===== src/rtl/core_run_ctrl_if.sv =====
// Data-memory bus bundle for core_run_ctrl: host loader, core request lines and the memory port.
// slave modport is taken by the controller, master by the surrounding environment.
interface core_run_ctrl_if #(
  parameter int unsigned ADDR_W = 8,
  parameter int unsigned DATA_W = 8
);
  logic              host_req;
  logic              host_we;
  logic [ADDR_W-1:0] host_addr;
  logic [DATA_W-1:0] host_wdata;
  logic              host_gnt;
  logic [DATA_W-1:0] host_rdata;

  logic              core_mem_read;
  logic              core_mem_write;
  logic [ADDR_W-1:0] core_addr;
  logic [DATA_W-1:0] core_wdata;
  logic [DATA_W-1:0] core_rdata;

  logic [ADDR_W-1:0] mem_addr;
  logic [DATA_W-1:0] mem_wdata;
  logic              mem_write;
  logic              mem_read;
  logic [DATA_W-1:0] mem_rdata;

  modport slave (
    input  host_req, host_we, host_addr, host_wdata,
    output host_gnt, host_rdata,
    input  core_mem_read, core_mem_write, core_addr, core_wdata,
    output core_rdata,
    output mem_addr, mem_wdata, mem_write, mem_read,
    input  mem_rdata
  );

  modport master (
    output host_req, host_we, host_addr, host_wdata,
    input  host_gnt, host_rdata,
    output core_mem_read, core_mem_write, core_addr, core_wdata,
    input  core_rdata,
    input  mem_addr, mem_wdata, mem_write, mem_read,
    output mem_rdata
  );
endinterface


===== src/rtl/core_run_ctrl.sv =====
// Run controller and data-memory arbiter for the miniMips core (IDLE/PRIME/RUN/FINISH).
// Optional `STEP_MODE_EN adds step_i single-stepping in RUN. Bus widths come from core_run_ctrl_if.
module core_run_ctrl #(
  parameter int unsigned CNT_W   = 16,
  parameter int unsigned TIMEOUT = 32'h0000_FFFF
) (
  input  logic             clk,
  input  logic             start,
  input  logic             go_i,
`ifdef STEP_MODE_EN
  input  logic             step_i,
`endif
  input  logic             core_done_i,
  core_run_ctrl_if.slave   bus,
  output logic             core_rst_o,
  output logic             core_en_o,
  output logic             busy_o,
  output logic             finished_o,
  output logic             timeout_o,
  output logic [CNT_W-1:0] cycle_count_o
);

  typedef enum logic [1:0] {IDLE, PRIME, RUN, FINISH} state_e;

  state_e           state_q, state_d;
  logic [CNT_W-1:0] cnt_q, cnt_d;
  logic             fin_q, fin_d;
  logic             to_q, to_d;
  logic             host_sel_c, core_sel_c, adv_c;

`ifdef STEP_MODE_EN
  assign adv_c = step_i;
`else
  assign adv_c = 1'b1;
`endif

  always_ff @(posedge clk or posedge start) begin
    if (start) begin
      state_q <= IDLE;
      cnt_q   <= '0;
      fin_q   <= 1'b0;
      to_q    <= 1'b0;
    end else begin
      state_q <= state_d;
      cnt_q   <= cnt_d;
      fin_q   <= fin_d;
      to_q    <= to_d;
    end
  end

  always_comb begin
    state_d    = state_q;
    cnt_d      = cnt_q;
    fin_d      = fin_q;
    to_d       = to_q;
    core_rst_o = 1'b1;
    core_en_o  = 1'b0;
    busy_o     = 1'b0;
    host_sel_c = 1'b0;
    core_sel_c = 1'b0;
    case (state_q)
      IDLE: begin
        host_sel_c = ~start;
        if (go_i && !bus.host_req) state_d = PRIME;
      end
      PRIME: begin
        busy_o  = 1'b1;
        cnt_d   = '0;
        fin_d   = 1'b0;
        to_d    = 1'b0;
        state_d = RUN;
      end
      RUN: begin
        busy_o     = 1'b1;
        core_rst_o = 1'b0;
        core_en_o  = adv_c;
        core_sel_c = 1'b1;
        if (adv_c) begin
          if (cnt_q != {CNT_W{1'b1}}) cnt_d = cnt_q + CNT_W'(1);
          // done takes precedence over a watchdog expiring in the same cycle
          if (core_done_i) begin
            fin_d   = 1'b1;
            state_d = FINISH;
          end else if (cnt_q == CNT_W'(TIMEOUT - 1)) begin
            fin_d   = 1'b1;
            to_d    = 1'b1;
            state_d = FINISH;
          end
        end
      end
      FINISH: begin
        core_rst_o = 1'b0;
        host_sel_c = 1'b1;
        if (!go_i) state_d = IDLE;
      end
      default: state_d = IDLE;
    endcase
  end

  // Memory routing: host while idle/finished, core while running, nothing in PRIME.
  assign bus.host_gnt   = host_sel_c & bus.host_req;
  assign bus.mem_addr   = host_sel_c ? bus.host_addr  : bus.core_addr;
  assign bus.mem_wdata  = host_sel_c ? bus.host_wdata : bus.core_wdata;
  assign bus.mem_write  = (host_sel_c & bus.host_req & bus.host_we)
                        | (core_sel_c & bus.core_mem_write);
  assign bus.mem_read   = (host_sel_c & bus.host_req & ~bus.host_we)
                        | (core_sel_c & bus.core_mem_read);
  assign bus.host_rdata = bus.mem_rdata;
  assign bus.core_rdata = bus.mem_rdata;

  assign finished_o    = fin_q;
  assign timeout_o     = to_q;
  assign cycle_count_o = cnt_q;

endmodule


===== src/flat_wrapper.sv =====
// flat-port wrapper written by rule: the top's interface ports become plain ports
module core_run_ctrl_flat 
#(
  parameter int unsigned CNT_W   = 16,
  parameter int unsigned TIMEOUT = 32'h0000_FFFF
)
  (clk, start, go_i, core_done_i, core_rst_o, core_en_o, busy_o, finished_o, timeout_o, cycle_count_o, bus_host_req, bus_host_we, bus_host_addr, bus_host_wdata, bus_host_gnt, bus_host_rdata, bus_core_mem_read, bus_core_mem_write, bus_core_addr, bus_core_wdata, bus_core_rdata, bus_mem_addr, bus_mem_wdata, bus_mem_write, bus_mem_read, bus_mem_rdata);
  core_run_ctrl_if #(.ADDR_W(8), .DATA_W(8)) bus_i ();
  input  logic clk;
  input  logic start;
  input  logic go_i;
  input  logic core_done_i;
  output logic core_rst_o;
  output logic core_en_o;
  output logic busy_o;
  output logic finished_o;
  output logic timeout_o;
  output logic [CNT_W-1:0] cycle_count_o;
  input wire logic [$bits(bus_i.host_req)-1:0] bus_host_req;
  input wire logic [$bits(bus_i.host_we)-1:0] bus_host_we;
  input wire logic [$bits(bus_i.host_addr)-1:0] bus_host_addr;
  input wire logic [$bits(bus_i.host_wdata)-1:0] bus_host_wdata;
  output wire logic [$bits(bus_i.host_gnt)-1:0] bus_host_gnt;
  output wire logic [$bits(bus_i.host_rdata)-1:0] bus_host_rdata;
  input wire logic [$bits(bus_i.core_mem_read)-1:0] bus_core_mem_read;
  input wire logic [$bits(bus_i.core_mem_write)-1:0] bus_core_mem_write;
  input wire logic [$bits(bus_i.core_addr)-1:0] bus_core_addr;
  input wire logic [$bits(bus_i.core_wdata)-1:0] bus_core_wdata;
  output wire logic [$bits(bus_i.core_rdata)-1:0] bus_core_rdata;
  output wire logic [$bits(bus_i.mem_addr)-1:0] bus_mem_addr;
  output wire logic [$bits(bus_i.mem_wdata)-1:0] bus_mem_wdata;
  output wire logic [$bits(bus_i.mem_write)-1:0] bus_mem_write;
  output wire logic [$bits(bus_i.mem_read)-1:0] bus_mem_read;
  input wire logic [$bits(bus_i.mem_rdata)-1:0] bus_mem_rdata;
  assign bus_i.host_req = bus_host_req;
  assign bus_i.host_we = bus_host_we;
  assign bus_i.host_addr = bus_host_addr;
  assign bus_i.host_wdata = bus_host_wdata;
  assign bus_host_gnt = bus_i.host_gnt;
  assign bus_host_rdata = bus_i.host_rdata;
  assign bus_i.core_mem_read = bus_core_mem_read;
  assign bus_i.core_mem_write = bus_core_mem_write;
  assign bus_i.core_addr = bus_core_addr;
  assign bus_i.core_wdata = bus_core_wdata;
  assign bus_core_rdata = bus_i.core_rdata;
  assign bus_mem_addr = bus_i.mem_addr;
  assign bus_mem_wdata = bus_i.mem_wdata;
  assign bus_mem_write = bus_i.mem_write;
  assign bus_mem_read = bus_i.mem_read;
  assign bus_i.mem_rdata = bus_mem_rdata;
  core_run_ctrl #(.CNT_W(CNT_W), .TIMEOUT(TIMEOUT)) u_core (.clk(clk), .start(start), .go_i(go_i), .core_done_i(core_done_i), .bus(bus_i), .core_rst_o(core_rst_o), .core_en_o(core_en_o), .busy_o(busy_o), .finished_o(finished_o), .timeout_o(timeout_o), .cycle_count_o(cycle_count_o));
endmodule

===== config.mk =====
export PLATFORM = sky130hd
export DESIGN_NAME = core_run_ctrl_flat
export DESIGN_NICKNAME = d
export VERILOG_FILES = /design/src/rtl/core_run_ctrl_if.sv /design/src/rtl/core_run_ctrl.sv /design/src/flat_wrapper.sv
export SDC_FILE = /design/constraint.sdc
export NUM_CORES = 1
export LEC_CHECK = 0
export CAP_MARGIN = 20
export CORE_MARGIN = 2
export CORE_UTILIZATION = 36
export DETAILED_ROUTE_END_ITERATION = 7
export GPL_ROUTABILITY_DRIVEN = 0
export PLACE_DENSITY_LB_ADDON = 0.1
export SLEW_MARGIN = 40
export SYNTH_ARGS = -nofsm -noshare
export SYNTH_HDL_FRONTEND = slang
export SYNTH_SLANG_ARGS = --single-unit

===== constraint.sdc =====
create_clock -name clk -period 2.4 [get_ports clk]
set_input_delay 0.36 -clock clk [delete_from_list [all_inputs] [get_ports clk]]
set_output_delay 0.36 -clock clk [all_outputs]
set_load 0.005 [all_outputs]

# After elaboration in Yosys (flattened, before gate mapping)
# Index checks and enable logic that the tools add are counted.
[word_totals]
reg_bits = 20
in_bits = 48
output_inout_bits = 56
word_cells = 53
[op_classes]
n_addsub = 1
eq_ne = 11
muxes = 18
bitwise_logic = 9
reduce_logical = 10
[ops]
columns = ["operator", "n"]
rows = [
  ["$pmux 16 s2", 1],
  ["$add 16x1->16 const B", 1],
  ["$eq 16x16->1 const B", 1],
  ["$mux 16", 1],
  ["$mux 8", 2],
  ["$ne 16x16->1 const B", 1],
  ["$mux 2", 4],
  ["$pmux 2 s4", 1],
  ["$mux 1", 6],
  ["$ne 2x1->1 const B", 3],
  ["$pmux 1 s2", 3],
  ["$reduce_and 3->1", 2],
  ["$and 1x1->1", 5],
  ["$eq 2x2->1 const B", 2],
  ["$ne 2x2->1 const B", 2],
  ["$reduce_and 2->1", 2],
  ["$reduce_or 2->1", 2],
  ["$ne 3x2->1 const B", 1],
  ["$eq 2x1->1 const B", 1],
  ["$logic_not 2->1", 1],
  ["$not 1->1", 2],
  ["$or 1x1->1", 2],
  ["$reduce_bool 2->1", 1],
  ["$logic_and 1x1->1", 1],
  ["$logic_not 1->1", 1],
]

# Longest topological paths before layout
[depth]
ltp_word = 5
ltp_mapped = 8
depth_no_buf = 6

# Least setup slack after synthesis
# No wires, ideal clock.
[synth_path]
path_type = "register to output"
start = "register u_core.state_q[0]"
end = "output port bus_mem_addr[0]"
t_arrival_ps = 1822
setup_slack_ps = 218
path_stages_with_launch = 7
n_path_buf = 2
cell_sequence = "dfrtp_1 > inv_1 > ha_1 > o21bai_1 > clkbuf_1 > buf_2 > mux2_2"
[synth_between]
elab_chain_cells = 3
word_cells_on_any_way = 4
[synth_lines]
columns = ["element", "line", "source"]
rows = [
  ["start: declaration", "core_run_ctrl.sv:25", "state_e state_q, state_d;"],
  ["start signal: assignment", "core_run_ctrl.sv:44", "state_q <= state_d;"],
  ["$eq 2x2->1 / $logic_not 2->1 (equally long branches)", "core_run_ctrl.sv:61", "case (state_q)"],
  ["$pmux 1 s2 *", "core_run_ctrl.sv:61", ""],
  ["$mux 8 *", "core_run_ctrl.sv:102", "assign bus.mem_addr = host_sel_c ? bus.host_addr : bus.core_addr;"],
  ["end: declaration", "flat_wrapper.sv:30", "output wire logic [$bits(bus_i.mem_addr)-1:0] bus_mem_addr;"],
]
# Every way passes the cells marked *; elsewhere a longest branch is shown, timed or not.

# Final worst setup path
[layout_path]
start = "register u_core.state_q[0]"
end = "output port bus_mem_addr[1]"
# Same word-level chain as after synthesis.

==> key figures <==
Die
  – Die Y: 70.4 microns
  – Total core area: 0.00429 sq mm
  – Io pins: 104
  – Die X: around 70 microns
  – Initial core utilization: a little under two fifths
  – Die area: between 0.004 and 0.005 sq mm
  – Number of cell rows: 24

Drt
  – Antenna viol nets, final: 0
  – Via Count: approximately 1600
  – Vias/cell: 5.43
  – Wire per inst: 16.8 microns
  – Routed wire length: between 4000 and 5000 microns
  – DR pass1 iterations: 4
  – DRC Markers: 0
  – 1st-iter DRT viols: 65

Yosys
  – Synth unique cells: 43
  – Post-synth EDFFs: 0
  – Yosys Warn Count: 0
  – Syn avg cell area: between 9 and 10 sq um
  – Flops & latches, synth: 20
  – Synth async-reset ratio: 100%
  – Commonest cells in the netlist: dfrtp_1 (20), buf_4 (18), mux2_2 (16)
  – Top cells by area, synth: dfrtp_1 (31%), mux2_2 (11%), buf_4 (8.5%)
  – Cell taking the most area after synthesis: dfrtp_1
  – Yosys top cell area share: a little under a third
  – Synthesized cell area: between 0.0015 and 0.002 sq mm
  – Syn nets: ~220
  – Most common cell in the netlist: dfrtp_1
  – Synth Instances: around 170
  – Seq/Total Area, Yosys: roughly a third
  – Most common flop cell mapped by yosys: dfrtp_1

Clocking
  – TritonCTS clock tree: yes
  – Max Root-Sink Buffers: 2
  – Clock sinks: 20
  – Clock Latency Late Sink: between 0.2 and 0.3 ns
  – Root buffer cell: clkbuf_8
  – H-tree levels: 1
  – Clock-pin transition on the worst setup and hold timing paths: 0.07 ns
  – TritonCTS Buffers: 3

STA
  – Hold Vio Cnt, Final: 0
  – Max frequency: 0.433 GHz
  – Worst Tran Pin Value: around 0.44 ns
  – Minimum clock period: between 2 and 2.5 ns
  – Final setup vio count: 0
  – Tcrit/Tclk final: a little over nine tenths
  – Setup Skew: ~0.0043 ns
  – Slew margin rel.: between 70% and 80%
  – Total count of max-transition violations in the final report: 0
  – Worst hold slack: roughly 0.46 ns
  – Post-Route Setup TNS: 0 ns

GRT
  – Global route overflow: 0
  – Initial antenna violation count: 0
  – First-pass GRT wire length: 8080 microns
  – Top Usage Layer GRT: met2
  – GRT Resource Usage Total: about 20%
  – GR Util met2: between 30% and 40%
  – Vias in the first global route: 1682
  – GR Layer Usage met1: a little under a quarter
  – Largest net degree at the start of global routing: 21
  – Met3 GRT Util: under 10%

Job
  – Maxcap violations: 0

Pwr
  – Seq pwr share: a little over a fifth
  – P_sw: a little under 800 uW
  – Proportion of power drawn by combinational gates: between 60% and 70%
  – Leakage: 0.00105 uW
  – Clock share of power: between 10% and 20%
  – VDD IR max: roughly 0.0005 V
  – Internal Pwr Total: about 1300 uW
  – Sw Share: a little under two fifths
  – P per Cell Area: between 800 and 900 mW/mm^2
  – Total power: between 2000 and 2500 uW

Finish
  – Fraction of layout cells with a size suffix above 1: 21.8%
  – Reg area: ~500 sq um
  – Final core utilization: a little under three fifths
  – Area occupied by multi-input gates: ~920 sq um
  – Antenna fix cells: 0
  – Synth-to-layout area growth: 53.1%
  – Fin cells: 290
  – Fillers: ~390
  – Final nets: about 300

Run status
  – Status: finished clean

Critical path
  – CP required: approximately 2 ns
  – CP startpoint kind: flop
  – Path type of the worst setup path: flop to output port
  – Critical path arrival: 1.95 ns
  – Maximum fanout along the worst path: 5
  – Crit. End Element: output port

Place
  – Number of I/O port buffers: 79
  – Final HPWL DP: between 3000 and 4000 microns
  – Inst Count DP: about 280

Min path
  – Worst min-delay path class: input pin to async pin
## final cells by class
type                       count  area share [%]
clock buffer                   3            1.70
inverter                       9            1.39
tap                           52            2.67
timing repair buffer          94            35.9
multi-input combinational    112            37.8
sequential                    20            20.6
## power groups by stage
stage          clock, uW  combinational [uW]  sequential [uW]
2_1_floorplan          0                 693              436
3_3_place_gp           0                1290              449
3_5_place_dp           0                1310              452
4_1_cts              226                1450              443
5_1_grt              236                1560              453
6_report             220                1450              444
## routing by layer
layer / up-vias / wire length, microns
li1: 740 / -
met1: 755 / 1870
met2: 75 / 2580
met3: 5 / 387
met4: 0 / 52
met5: - / 0
## state kept, by name, summed over array words and instances (netlist names)
name / count
u_core.cycle_count_o: 16
u_core.timeout_o: 1
u_core.state_q: 2
u_core.finished_o: 1
## metrics by stage
stage | area (sq um) | worst slack, ns
detailed placement | 2330 | -0.0627
CTS | 2420 | -0.0515
global placement | 2330 | -0.0577
finish | 2430 | 0.0925
global route | 2430 | -0.000846
floorplan | 1590 | 0.218
## layout by cell type (no fill, tap or decap), types with 3 or more instances in the layout
cell             count
clkdlybuf4s50_1     60
dfrtp_1             20
mux2_2              16
nand2_1             12
buf_4               11
dlygate4sd2_1       10
nand3_1              8
buf_2                7
inv_1                6
nor2_1               6
a22o_1               6
ha_1                 5
buf_6                5
nand4_1              4
o21ai_1              4
xnor2_1              4
o41ai_1              4
o311ai_1             4
and3_1               3
inv_2                3
nor4_1               3
clkbuf_8             3
## critical path, stage by stage, from the launching register on
cell,delay (ns)
dfrtp_1,0.38
inv_2,0.05
ha_2,0.18
nor2b_2,0.16
o21bai_4,0.17
buf_6,0.15
mux2_2,0.32
dlygate4sd2_1,0.27
## cell families after synthesis
family                     count (synthesis)  share of synthesized area [%]
and+or+nand+nor                           47                           16.5
AOI/OAI and AO/OA                         34                           18.0
buffers and inverters                     34                           12.4
DFF                                       20                           31.5
muxes                                     18                           12.7
adders and majority gates                  7                           5.51
xor gates and xnor gates                   6                           3.31
## worst paths after layout
check	from	endpoint	slack, ns	cells past startpoint
worst max-delay path	u_core.state_q[0]	bus_mem_addr[1]	0.09	7
worst min-delay path	start	u_core.state_q[0]	0.46	2
worst max register to register	u_core.state_q[0]	u_core.cycle_count_o[13]	0.46	7
worst min register to register	u_core.timeout_o	u_core.timeout_o	0.52	2
max in group asynchronous	start	u_core.cycle_count_o[1]	1.63	2
min in group clk	u_core.timeout_o	u_core.timeout_o	0.52	2
## repair_timing
item                       4_1_cts  5_1_grt
resized for setup               58        4
gates cloned                     3        0
setup endpoints to repair       19       13
hold buffers                     0        0
pin swaps                        1        1
setup buffers                    6        1
(Power assumes the default switching activity.)
